### config.mk
export PLATFORM = sky130hd
export DESIGN_NAME = dma_bus_arbiter
export DESIGN_NICKNAME = d
export VERILOG_FILES = /design/src/rtl/dma_pkg.sv /design/src/rtl/dma_addr_decode.sv /design/src/rtl/dma_bus_arbiter.sv
export SDC_FILE = /design/constraint.sdc
export NUM_CORES = 1
export LEC_CHECK = 0
export ABC_AREA = 1
export ABC_CLOCK_PERIOD_IN_PS = 2800
export BUFFER_PORTS_ARGS = -buffer_cell sky130_fd_sc_hd__buf_2
export CORE_ASPECT_RATIO = 0.7
export CORE_MARGIN = 3
export CORE_UTILIZATION = 27
export CTS_CLUSTER_DIAMETER = 100
export DETAILED_ROUTE_END_ITERATION = 8
export PLACE_DENSITY_LB_ADDON = 0.12
export SYNTH_ARGS = -nofsm -noshare
export SYNTH_HDL_FRONTEND = slang
export SYNTH_SLANG_ARGS = --single-unit
### constraint.sdc
create_clock -name clk -period 2.8 [get_ports clk]
set_input_delay 0.84 -clock clk [delete_from_list [all_inputs] [get_ports clk]]
set_output_delay 0.84 -clock clk [all_outputs]
set_load 0.01 [all_outputs]
### src/rtl/dma_pkg.sv
// Shared types and constants for the OAM DMA bus arbiter.
// The echo-mirror option is controlled by DMA_ECHO_MIRROR_EN in the top.
package dma_pkg;

  typedef enum logic [1:0] {
    IDLE  = 2'd0,
    START = 2'd1,
    XFER  = 2'd2
  } dma_state_e;

  localparam int          OAM_LEN      = 160;
  localparam logic [15:0] DMA_REG_ADDR = 16'hFF46;
  localparam logic [15:0] IO_BASE      = 16'hFF00;
  localparam logic [7:0]  ECHO_BASE    = 8'hE0;

endpackage

### src/rtl/dma_addr_decode.sv
// CPU address region decode and memory / I/O bus routing.
// The DMA engine overrides the memory bus while xfer is high.
module dma_addr_decode
  import dma_pkg::*;
(
  input  logic        rst_n,
  input  logic        xfer,
  input  logic        cpu_phi,
  input  logic [15:0] cpu_a,
  input  logic [7:0]  cpu_dout,
  input  logic        cpu_rd,
  input  logic        cpu_wr,
  output logic [7:0]  cpu_din,
  input  logic [15:0] dma_a,
  input  logic [7:0]  src_reg,
  output logic        reg_wr,
  output logic [15:0] mem_a,
  output logic [7:0]  mem_dout,
  input  logic [7:0]  mem_din,
  output logic        mem_rd,
  output logic        mem_wr,
  output logic [7:0]  io_a,
  output logic [7:0]  io_dout,
  input  logic [7:0]  io_din,
  output logic        io_rd,
  output logic        io_wr
);

  logic is_reg;
  logic is_io;
  logic is_mem;

  // Region decode, bus muxing and CPU read-data select.
  always_comb begin
    is_reg   = (cpu_a == DMA_REG_ADDR);
    is_io    = (cpu_a >= IO_BASE) && !is_reg;
    is_mem   = (cpu_a < IO_BASE);
    reg_wr   = cpu_wr & is_reg;
    io_a     = cpu_a[7:0];
    io_dout  = cpu_dout;
    io_rd    = rst_n & cpu_rd & is_io;
    io_wr    = rst_n & cpu_wr & is_io;
    mem_a    = cpu_a;
    mem_dout = cpu_dout;
    mem_rd   = rst_n & cpu_rd & is_mem;
    mem_wr   = rst_n & cpu_wr & is_mem;
    if (xfer) begin
      mem_a    = dma_a;
      mem_dout = 8'h00;
      mem_rd   = rst_n & cpu_phi;
      mem_wr   = 1'b0;
    end
    cpu_din = mem_din;
    unique case (1'b1)
      is_reg:  cpu_din = src_reg;
      is_io:   cpu_din = io_din;
      default: cpu_din = xfer ? 8'hFF : mem_din;
    endcase
  end

endmodule

### src/rtl/dma_bus_arbiter.sv
// OAM DMA engine at FF46 plus CPU bus arbitration.
// DMA_ECHO_MIRROR_EN folds source pages E0-FF down to C0-DF on mem_a.
module dma_bus_arbiter
  import dma_pkg::*;
(
  input  logic        clk,
  input  logic        rst_n,
  input  logic        cpu_phi,
  input  logic [15:0] cpu_a,
  input  logic [7:0]  cpu_dout,
  output logic [7:0]  cpu_din,
  input  logic        cpu_rd,
  input  logic        cpu_wr,
  output logic [15:0] mem_a,
  output logic [7:0]  mem_dout,
  input  logic [7:0]  mem_din,
  output logic        mem_rd,
  output logic        mem_wr,
  output logic [7:0]  io_a,
  output logic [7:0]  io_dout,
  input  logic [7:0]  io_din,
  output logic        io_rd,
  output logic        io_wr,
  output logic [7:0]  oam_a,
  output logic [7:0]  oam_wdata,
  output logic        oam_we,
  output logic        dma_active
);

  localparam logic [7:0] LAST_IDX = 8'(OAM_LEN - 1);

  dma_state_e state_q, state_d;
  logic       phi_q;
  logic [7:0] src_q, src_d;
  logic [7:0] idx_q, idx_d;
  logic       oam_we_q, oam_we_d;
  logic [7:0] oam_a_q, oam_a_d;
  logic [7:0] oam_wdata_q, oam_wdata_d;
  logic       active_q, active_d;
  logic       m_start;
  logic       m_sample;
  logic       reg_wr;
  logic [7:0] src_hi;

  assign m_start    = cpu_phi & ~phi_q;
  assign m_sample   = cpu_phi & phi_q;
  assign oam_we     = oam_we_q;
  assign oam_a      = oam_a_q;
  assign oam_wdata  = oam_wdata_q;
  assign dma_active = active_q;

  // Source page as presented on the memory bus.
  always_comb begin
`ifdef DMA_ECHO_MIRROR_EN
    src_hi = (src_q >= ECHO_BASE) ? src_q - 8'h20 : src_q;
`else
    src_hi = src_q;
`endif
  end

  dma_addr_decode u_dec (
    .rst_n    (rst_n),
    .xfer     (state_q == XFER),
    .cpu_phi  (cpu_phi),
    .cpu_a    (cpu_a),
    .cpu_dout (cpu_dout),
    .cpu_rd   (cpu_rd),
    .cpu_wr   (cpu_wr),
    .cpu_din  (cpu_din),
    .dma_a    ({src_hi, idx_q}),
    .src_reg  (src_q),
    .reg_wr   (reg_wr),
    .mem_a    (mem_a),
    .mem_dout (mem_dout),
    .mem_din  (mem_din),
    .mem_rd   (mem_rd),
    .mem_wr   (mem_wr),
    .io_a     (io_a),
    .io_dout  (io_dout),
    .io_din   (io_din),
    .io_rd    (io_rd),
    .io_wr    (io_wr)
  );

  // Engine next state; a register write always restarts.
  always_comb begin
    state_d     = state_q;
    src_d       = src_q;
    idx_d       = idx_q;
    oam_we_d    = 1'b0;
    oam_a_d     = oam_a_q;
    oam_wdata_d = oam_wdata_q;
    active_d    = active_q;
    unique case (state_q)
      START: begin
        if (m_start) begin
          state_d  = XFER;
          active_d = 1'b1;
          idx_d    = 8'd0;
        end
      end
      XFER: begin
        if (m_sample) begin
          oam_we_d    = 1'b1;
          oam_a_d     = idx_q;
          oam_wdata_d = mem_din;
          if (idx_q == LAST_IDX) begin
            state_d  = IDLE;
            active_d = 1'b0;
          end else begin
            idx_d = idx_q + 8'd1;
          end
        end
      end
      default: ;
    endcase
    if (reg_wr) begin
      src_d    = cpu_dout;
      state_d  = START;
      idx_d    = 8'd0;
      active_d = 1'b0;
    end
  end

  // State and output registers.
  always_ff @(posedge clk or negedge rst_n) begin
    if (!rst_n) begin
      state_q     <= IDLE;
      phi_q       <= 1'b0;
      src_q       <= 8'h00;
      idx_q       <= 8'd0;
      oam_we_q    <= 1'b0;
      oam_a_q     <= 8'h00;
      oam_wdata_q <= 8'h00;
      active_q    <= 1'b0;
    end else begin
      state_q     <= state_d;
      phi_q       <= cpu_phi;
      src_q       <= src_d;
      idx_q       <= idx_d;
      oam_we_q    <= oam_we_d;
      oam_a_q     <= oam_a_d;
      oam_wdata_q <= oam_wdata_d;
      active_q    <= active_d;
    end
  end

endmodule

# Word-level counts from Yosys, hierarchy flattened
# Index checks and enable logic that the tools add are counted.
# word_totals
out_inout_bits	70
elab_cells	59
ff_bits	37
# op_classes
reduce_logical	6
eq_ne	8
n_mux	23
bitwise	11
n_addsub	1
n_lt_le_gt_ge	2
# ops
cell	count
2-to-1 mux 8 bit	6
one-hot mux 8 bit (2 select lines)	2
equality test 16 bit (second input constant)	1
>= comparator 16 bit (second input constant)	1
< comparator 16 bit (second input constant)	1
2-to-1 mux 16 bit	1
!= test 3 bit (second input constant)	4
AND 1 bit	10
adder 8 x 1 -> 8 bit (second input constant)	1
equality test 8 bit (second input constant)	1
2-to-1 mux 1 bit	8
2-to-1 mux 2 bit	4
AND reduction 4 bit	2
one-hot mux 2 bit (2 select lines)	1
nonzero test 3 bit	1
equality test 2 x 1 -> 1 bit (second input constant)	1
equality test 2 bit (second input constant)	1
one-hot mux 1 bit (2 select lines)	1
AND reduction 2 bit	1
logical AND 1 bit	1
logical NOT 1 bit	1
inverter 1 bit	1

# Depth between registers and ports, before layout
# Gate-level depths: netlist of run 1.
# logic_depth
ltp_word	5
depth_mapped	10
mapped_depth_nobuf	10

# Modules after synthesis
# From an unflattened synthesis of run 1, not the netlist that was laid out.
# unflattened
hier_cells	350
hier_area_um2	2399.8
# by_module_without_submodules
module	area_each_um2	cells_per_inst	n_inst
dma_bus_arbiter	1609.0	186	1
dma_addr_decode	790.8	164	1

# Least setup slack after synthesis of run 1
# No wires, ideal clock.
# synth_timing
path_type	input -> output
start	in cpu_a[14]
end	out io_wr
cell_stages	8
required_time_ns	1.960
arrival_ns	1.713
slack_ns	0.247
path_cell_list	nand2_1 -> inv_1 -> nand2_1 -> nor2_4 -> inv_2 -> nor2_4 -> inv_1 -> nor3_1
# synth_between
elab_chain_cells	4
# synth_rtl
element	line	source
start: declaration	dma_bus_arbiter.sv:9	input logic [15:0] cpu_a,
parallel branches: the longest is 2 deep, another holds >= comparator 16 bit	n/a	
logical AND 1 bit *	dma_addr_decode.sv:36	is_io = (cpu_a >= IO_BASE) && !is_reg;
AND 1 bit *	dma_addr_decode.sv:42	io_wr = rst_n & cpu_wr & is_io;
end: declaration	dma_bus_arbiter.sv:23	output logic io_wr,
# Mark *: on every way between the ends.

# Final worst setup path of run 1
# layout_timing
start	in cpu_a[2]
end	out cpu_din[7]
# layout_between
elab_chain_cells	4
# layout_rtl
element	line	source
parallel branches: the longest is 3 deep, another holds >= comparator 16 bit	n/a	
one-hot mux 8 bit (2 select lines) *	dma_addr_decode.sv:54	unique case (1'b1)
end: declaration	dma_bus_arbiter.sv:11	output logic [7:0] cpu_din,
# Marked as above.

==> results_dict.tcl, run 1 <==
set metrics [dict create \
    cts_tree "yes" \
    clockBufferDepth 2 \
    syn_inst 340 \
    yosys_warnings 0 \
    root_buffer "clkbuf_16" \
    avgRoutedWirePerCell_um 12.92 \
    hold_buffers 0 \
    busiest_layer "met1" \
    drt_wl_total_um 7311 \
    area_growth_pct 32.58 \
    clk_latency_ns 0.28 \
    ys_seq_area_share_pct 37.60 \
    drive_gt1_share_pct 37.22 \
    tns_ns 0 \
    grt_first_pass_wirelength_um 11470 \
    ir_drop_uv 233.3 \
    drc 0 \
    rsz0062_at_grt "yes" \
    synthAdderAreaFrac_pct 0.5222 \
    drt_iter0_drc 163 \
    crit_path_max_fanout 4 \
    grtUsageTotal_pct 14.30 \
    final-instance-count-excl-fill 566 \
    cpPeakStageDelay_ns 0.16 \
    synth_seq_cells 36 \
    place_congestion 0.7809 \
    syn_nets 386 \
    num_rows 28 \
    regArea_um2 900.9 \
    numCtsBuffers 5 \
    worstPathRequired_ns 1.96 \
    status "complete, no violations" \
    finish.utilization_pct 37.16 \
    yosysUniqueCellTypes 25 \
    grt_pass1_vias 2164 \
    slew_violations 0 \
    netlist_area_um2 2396 \
    path_class "primary input to primary output" \
    max_freq_ghz 0.3690 \
    dr.pass1.iters 5 \
    core_um2 8548 \
    vias 2429 \
    fin_skew_ns 0.003206 \
    cellLeakagePower_nw 1.737 \
    final.setup.worst_slack_ns 0.09016 \
    cpLargestDelayFamily "buffers and inverters" \
    path_clk_slew_ns 0.06 \
    die_h_um 84.82 \
    fin_area_um2 3177 \
    worstPathArrival_ns 1.87 \
    die_area_um2 10060 \
    cp-end-kind "primary output" \
    dp_hpwl_um 5544 \
    overflow 0 \
    nFillCells 945 \
    dpl_cell_area_um2 2987 \
    synth_compound_area_share_pct 14.26 \
    multi_input_area_um2 1141 \
    grt_max_degree 39 \
    nets 491 \
    use_met1_pct 21.72 \
    hold_path_class "flip-flop to flip-flop" \
    port_buffers 114 \
    tightest_slew_ns 0.4800 \
    h-tree-depth 2 \
    via_per_inst 4.292 \
    dp_slack_ns -0.02763 \
    dp_cells 556 \
    setup_violations 0 \
    antenna_cells 0 \
    path_buf_inv 5 \
    max_cap_viol_count 0 \
    synthSimpleGateAreaFrac_pct 31.75 \
    synth_top_family_by_area "simple AND/OR/NAND/NOR gates" \
    min_period_ns 2.710 \
    muxShareOfSynthArea_pct 0 \
    clock-sinks 36 \
    synth_area_per_cell_um2 7.047 \
    p_per_area_nw_per_um2 717.1 \
    start_util_pct 28.03 \
    antenna_found_initial 1 \
    die_w_um 118.6 \
    relSlewSlack_pct 68.00 \
    synthXorXnorAreaFrac_pct 0 \
    finalCritPeriodShare_pct 96.78 \
    met3_usage_pct 4.330 \
    hold_viol_final 0 \
    worstPathCellList "buf_2 > nand2_2 > inv_1 > nand2_2 > nor2_4 > buf_6 > nor2_4 > buf_4 > nand2_1 > o211ai_1 > buf_2" \
    io_pins 115 \
    ant_nets 0 \
    crit_slowest_cell "buf_2" \
    met2_usage_pct 20.26 \
    critPathLaunchType "primary input" \
]
## worst reg2reg max path, delay by kind of cell, from the launching register on
family | cells | cell delay, ns
and+or+nand+nor | 7 | 0.65
AOI/OAI and AO/OA | 1 | 0.30
adders and majority gates | 1 | 0.24
DFF | 1 | 0.44
## where the power goes
group / switching (mW) / internal, mW / total (mW) / leakage, nW
clock network: 0.227 / 0.356 / 0.583 / 0.0772
logic: 0.592 / 0.348 / 0.939 / 1.18
registers: 0.0946 / 0.661 / 0.756 / 0.482
## layout make-up
| class | instances | share of cell area [%] |
|---|---|---|
| Clock buffer | 6 | 4.372 |
| Clock inverter | 2 | 0.4332 |
| Tap cell | 120 | 4.726 |
| Sequential cell | 36 | 28.36 |
| Inverter | 50 | 5.987 |
| Timing Repair Buffer | 123 | 20.20 |
| Multi-Input combinational cell | 229 | 35.92 |
## flip-flops by register name, summed over array words and instances (netlist names)
name and cells:
src_hi 8, oam_wdata 8, oam_we 1, state_q 2
oam_a 8, phi_q 1, idx_q 8
## synthesized netlist by cell type, drive strengths merged
| cell type | n | area share, % |
|---|---|---|
| buf | 22 | 7.3 |
| clkbuf | 4 | 0.63 |
| dfrtp | 36 | 38 |
| ha | 1 | 0.52 |
| inv | 50 | 7.9 |
| nand2 | 121 | 19 |
| nand3 | 16 | 4.4 |
| nor2 | 33 | 7.2 |
| nor3 | 2 | 0.42 |
| nor3b | 1 | 0.31 |
| o211ai | 9 | 2.8 |
| o21ai | 44 | 11 |
| o32ai | 1 | 0.37 |
## placed cells by master (no fill, tap or decap)
cell type	netlist	layout
buf_2	2	114
buf_4	17	8
buf_6	2	1
clkbuf_16	0	5
clkbuf_8	0	1
clkinv_2	0	1
dfrtp_1	36	36
ha_1	1	1
inv_1	47	45
inv_2	2	4
inv_4	1	1
inv_6	0	1
nand2_1	118	114
nand2_2	2	6
nand2_4	1	1
nand3_1	14	14
nand3_4	2	2
nor2_1	26	24
nor2_2	1	4
nor2_4	6	6
nor3_1	2	1
nor3_2	0	1
nor3b_1	1	1
o211ai_1	9	9
o21ai_0	34	34
o21ai_2	9	9
o21ai_4	1	1
o32ai_1	1	1
## metrics by stage
step	hold WS, ns	power [mW]
2_1_floorplan	0.4530	1.346
3_3_place_gp	0.4510	1.704
3_5_place_dp	0.4553	1.709
4_1_cts	0.4689	2.300
5_1_grt	0.4946	2.462
6_report	0.4647	2.278
## path summary, 6_finish.rpt
path / from / end / slack (ns) / cells after the start
max: cpu_a[2] / cpu_din[7] / 0.09 / 11
min: oam_wdata[3]$_DFFE_PN0P_ / oam_wdata[3]$_DFFE_PN0P_ / 0.46 / 2
max reg2reg: idx_q[0]$_DFFE_PN0P_ / idx_q[5]$_DFFE_PN0P_ / 1.06 / 9
min reg2reg: oam_wdata[3]$_DFFE_PN0P_ / oam_wdata[3]$_DFFE_PN0P_ / 0.46 / 2
max in group asynchronous: rst_n / src_hi[7]$_DFFE_PN0P_ / 1.79 / 2
min in group asynchronous: rst_n / oam_a[3]$_DFFE_PN0P_ / 0.68 / 2
## kinds of logic after synthesis
logic type	count (synthesis)
compound gates	54
fa+ha+maj	1
buf+inv	76
flops	36
simple gates	173
## routing by layer
layer	routed length (um)	share of wire, %	vias up
li1	-	-	1254
met1	3812	52	1091
met2	2925	40	76
met3	530	7.2	6
met4	28	0.38	2
met5	13	0.18	-
## repair_timing
| action | 4_1_cts | 5_1_grt |
|---|---|---|
| gates cloned | 1 | 0 |
| setup endpoints to repair | 2 | 9 |
| pin swaps | 1 | 4 |
| resized for setup | 0 | 10 |
| setup buffers | 0 | 1 |
No activity file was read; power rests on OpenSTA's default activity.
==> run 2: changes to the inputs <==
Settings changed: CORE_MARGIN 3 to 4, RECOVER_POWER set to 100.
==> results_dict.tcl, run 2 (synthesis results as in run 1) <==
set metrics [dict create \
    status "complete, no violations" \
    area_growth_pct 26.95 \
    grtUsageTotal_pct 13.69 \
    drt_iter0_drc 143 \
    fin_skew_ns 0.003502 \
    final_common_cell "nand2_1" \
    met3_length_um 444 \
    hold_depth 2 \
    core_um2 8548 \
    min_period_ns 2.713 \
    highest_layer "met4" \
    die_h_um 86.82 \
    port_buffers 114 \
    worstPathCellList "buf_2 > inv_1 > nor2_1 > nand2_1 > nor2_4 > buf_6 > nor2_4 > nand2_1 > o211ai_1 > buf_2" \
    drive_gt1_share_pct 19.14 \
    mostFrequentLayoutCells "111 x nand2_1, 68 x clkbuf_1, 46 x inv_1" \
    cellLeakagePower_nw 1.512 \
    clock-sinks 36 \
    avgRoutedWirePerCell_um 12.88 \
    grt_pass1_vias 2170 \
    cts_tree "yes" \
    antenna_found_initial 0 \
    drc 0 \
    clockBufferDepth 2 \
    antenna_cells 0 \
    path_clk_slew_ns 0.06 \
    rsz0062_at_grt "no" \
    h-tree-depth 2 \
    ir_drop_uv 246.8 \
    crit_slowest_cell "nor2_4" \
    critPathLaunchType "primary input" \
    place_congestion 0.7834 \
    slew_violations 0 \
    grt_first_pass_wirelength_um 11180 \
    worstPathArrival_ns 1.87 \
    total_power_mw 2.175 \
    p_per_area_nw_per_um2 715.2 \
    cp-end-kind "primary output" \
    wl_met1_um 3728 \
    setup_violations 0 \
    rr_worst_depth 6 \
    drt_wl_total_um 7265 \
    crit_path_max_fanout 5 \
    max_cap_viol_count 0 \
    clk_latency_ns 0.28 \
    numCtsBuffers 5 \
    multi_input_area_um2 1084 \
    via_per_inst 4.222 \
    overflow 0 \
    cpPeakStageDelay_ns 0.18 \
    nets 489 \
    ant_nets 0 \
    start_util_pct 28.03 \
    tightest_slew_ns 0.9083 \
    relSlewSlack_pct 39.45 \
    tns_ns 0 \
    max_freq_ghz 0.3686 \
    root_buffer "clkbuf_16" \
    finalCritPeriodShare_pct 96.88 \
    hold_viol_final 0 \
    hold_buffers 0 \
    vias 2381 \
    io_pins 115 \
    hold_path_class "flip-flop to flip-flop" \
    worstPathRequired_ns 1.96 \
    grt_max_degree 39 \
    regArea_um2 900.9 \
    num_rows 28 \
    die_w_um 120.6 \
    dr.pass1.iters 4 \
    routed-wl-met2_um 3036 \
    nFillCells 982 \
    dp_hpwl_um 5585 \
    die_area_um2 10470 \
    path_class "primary input to primary output" \
]
## run 2: routing by layer
layer,vias to the layer above,track usage [%]
met4,0,2.778
li1,1244,-
met5,-,0
met2,62,19.72
met3,6,3.914
met1,1069,20.35
## run 2: final timing paths
check / start / endpoint / slack [ns]
max in group asynchronous: rst_n / state_q[1]$_DFFE_PN0P_ / 1.29
worst min register to register: oam_wdata[2]$_DFFE_PN0P_ / oam_wdata[2]$_DFFE_PN0P_ / 0.47
worst max register to register: state_q[0]$_DFFE_PN0P_ / oam_a[2]$_DFFE_PN0P_ / 0.40
worst max-delay path: cpu_a[6] / cpu_din[1] / 0.09
worst min-delay path: oam_wdata[2]$_DFFE_PN0P_ / oam_wdata[2]$_DFFE_PN0P_ / 0.47
min in group asynchronous: rst_n / oam_a[5]$_DFFE_PN0P_ / 0.96
## run 2: worst max-delay path, delay by kind of cell
kind / cells / cell delay [ns]
buffers and inverters: 4 / 0.46
AND/OR/NAND/NOR: 5 / 0.45
AO/OA/AOI/OAI: 1 / 0.12
## run 2: repair_timing
item / CTS / global route
hold endpoints to repair: 0 / 0
pin swaps: 1 / 10
buffers inserted: 0 / 0
gates cloned: 0 / 1
gates resized for setup: 0 / 18
setup endpoints to repair: 3 / 10
## run 2: per-stage QoR
| stage | instance area [um2] | hold slack (ns) | cells | util [%] | setup WS, ns |
|---|---|---|---|---|---|
| after floorplan | 2396 | 0.4530 | 340 | - | 0.2465 |
| after global placement | 2979 | 0.4483 | 555 | 34.85 | 0.01010 |
| after detailed placement | 2979 | 0.4545 | 555 | 34.85 | -0.0007325 |
| after CTS | 3132 | 0.4694 | 563 | 36.64 | 0.001019 |
| after global routing | 3042 | 0.4814 | 564 | 35.58 | 0.006142 |
| final | 3042 | 0.4729 | 564 | 35.58 | 0.08722 |
## run 2: final cells by class
cell class / instances / share of cell area [%]
multi-input combinational: 229 / 35.62
sequential: 36 / 29.62
timing repair buffer: 121 / 18.47
inverter: 50 / 6.335
tap: 120 / 4.936
clock buffer: 6 / 4.566
clock inverter: 2 / 0.4525
## run 2: report_power, final
part	internal, mW	leakage, nW	switching, mW	total [mW]
clock network	0.355	0.0772	0.220	0.575
registers	0.661	0.482	0.0962	0.758
logic	0.274	0.953	0.568	0.843
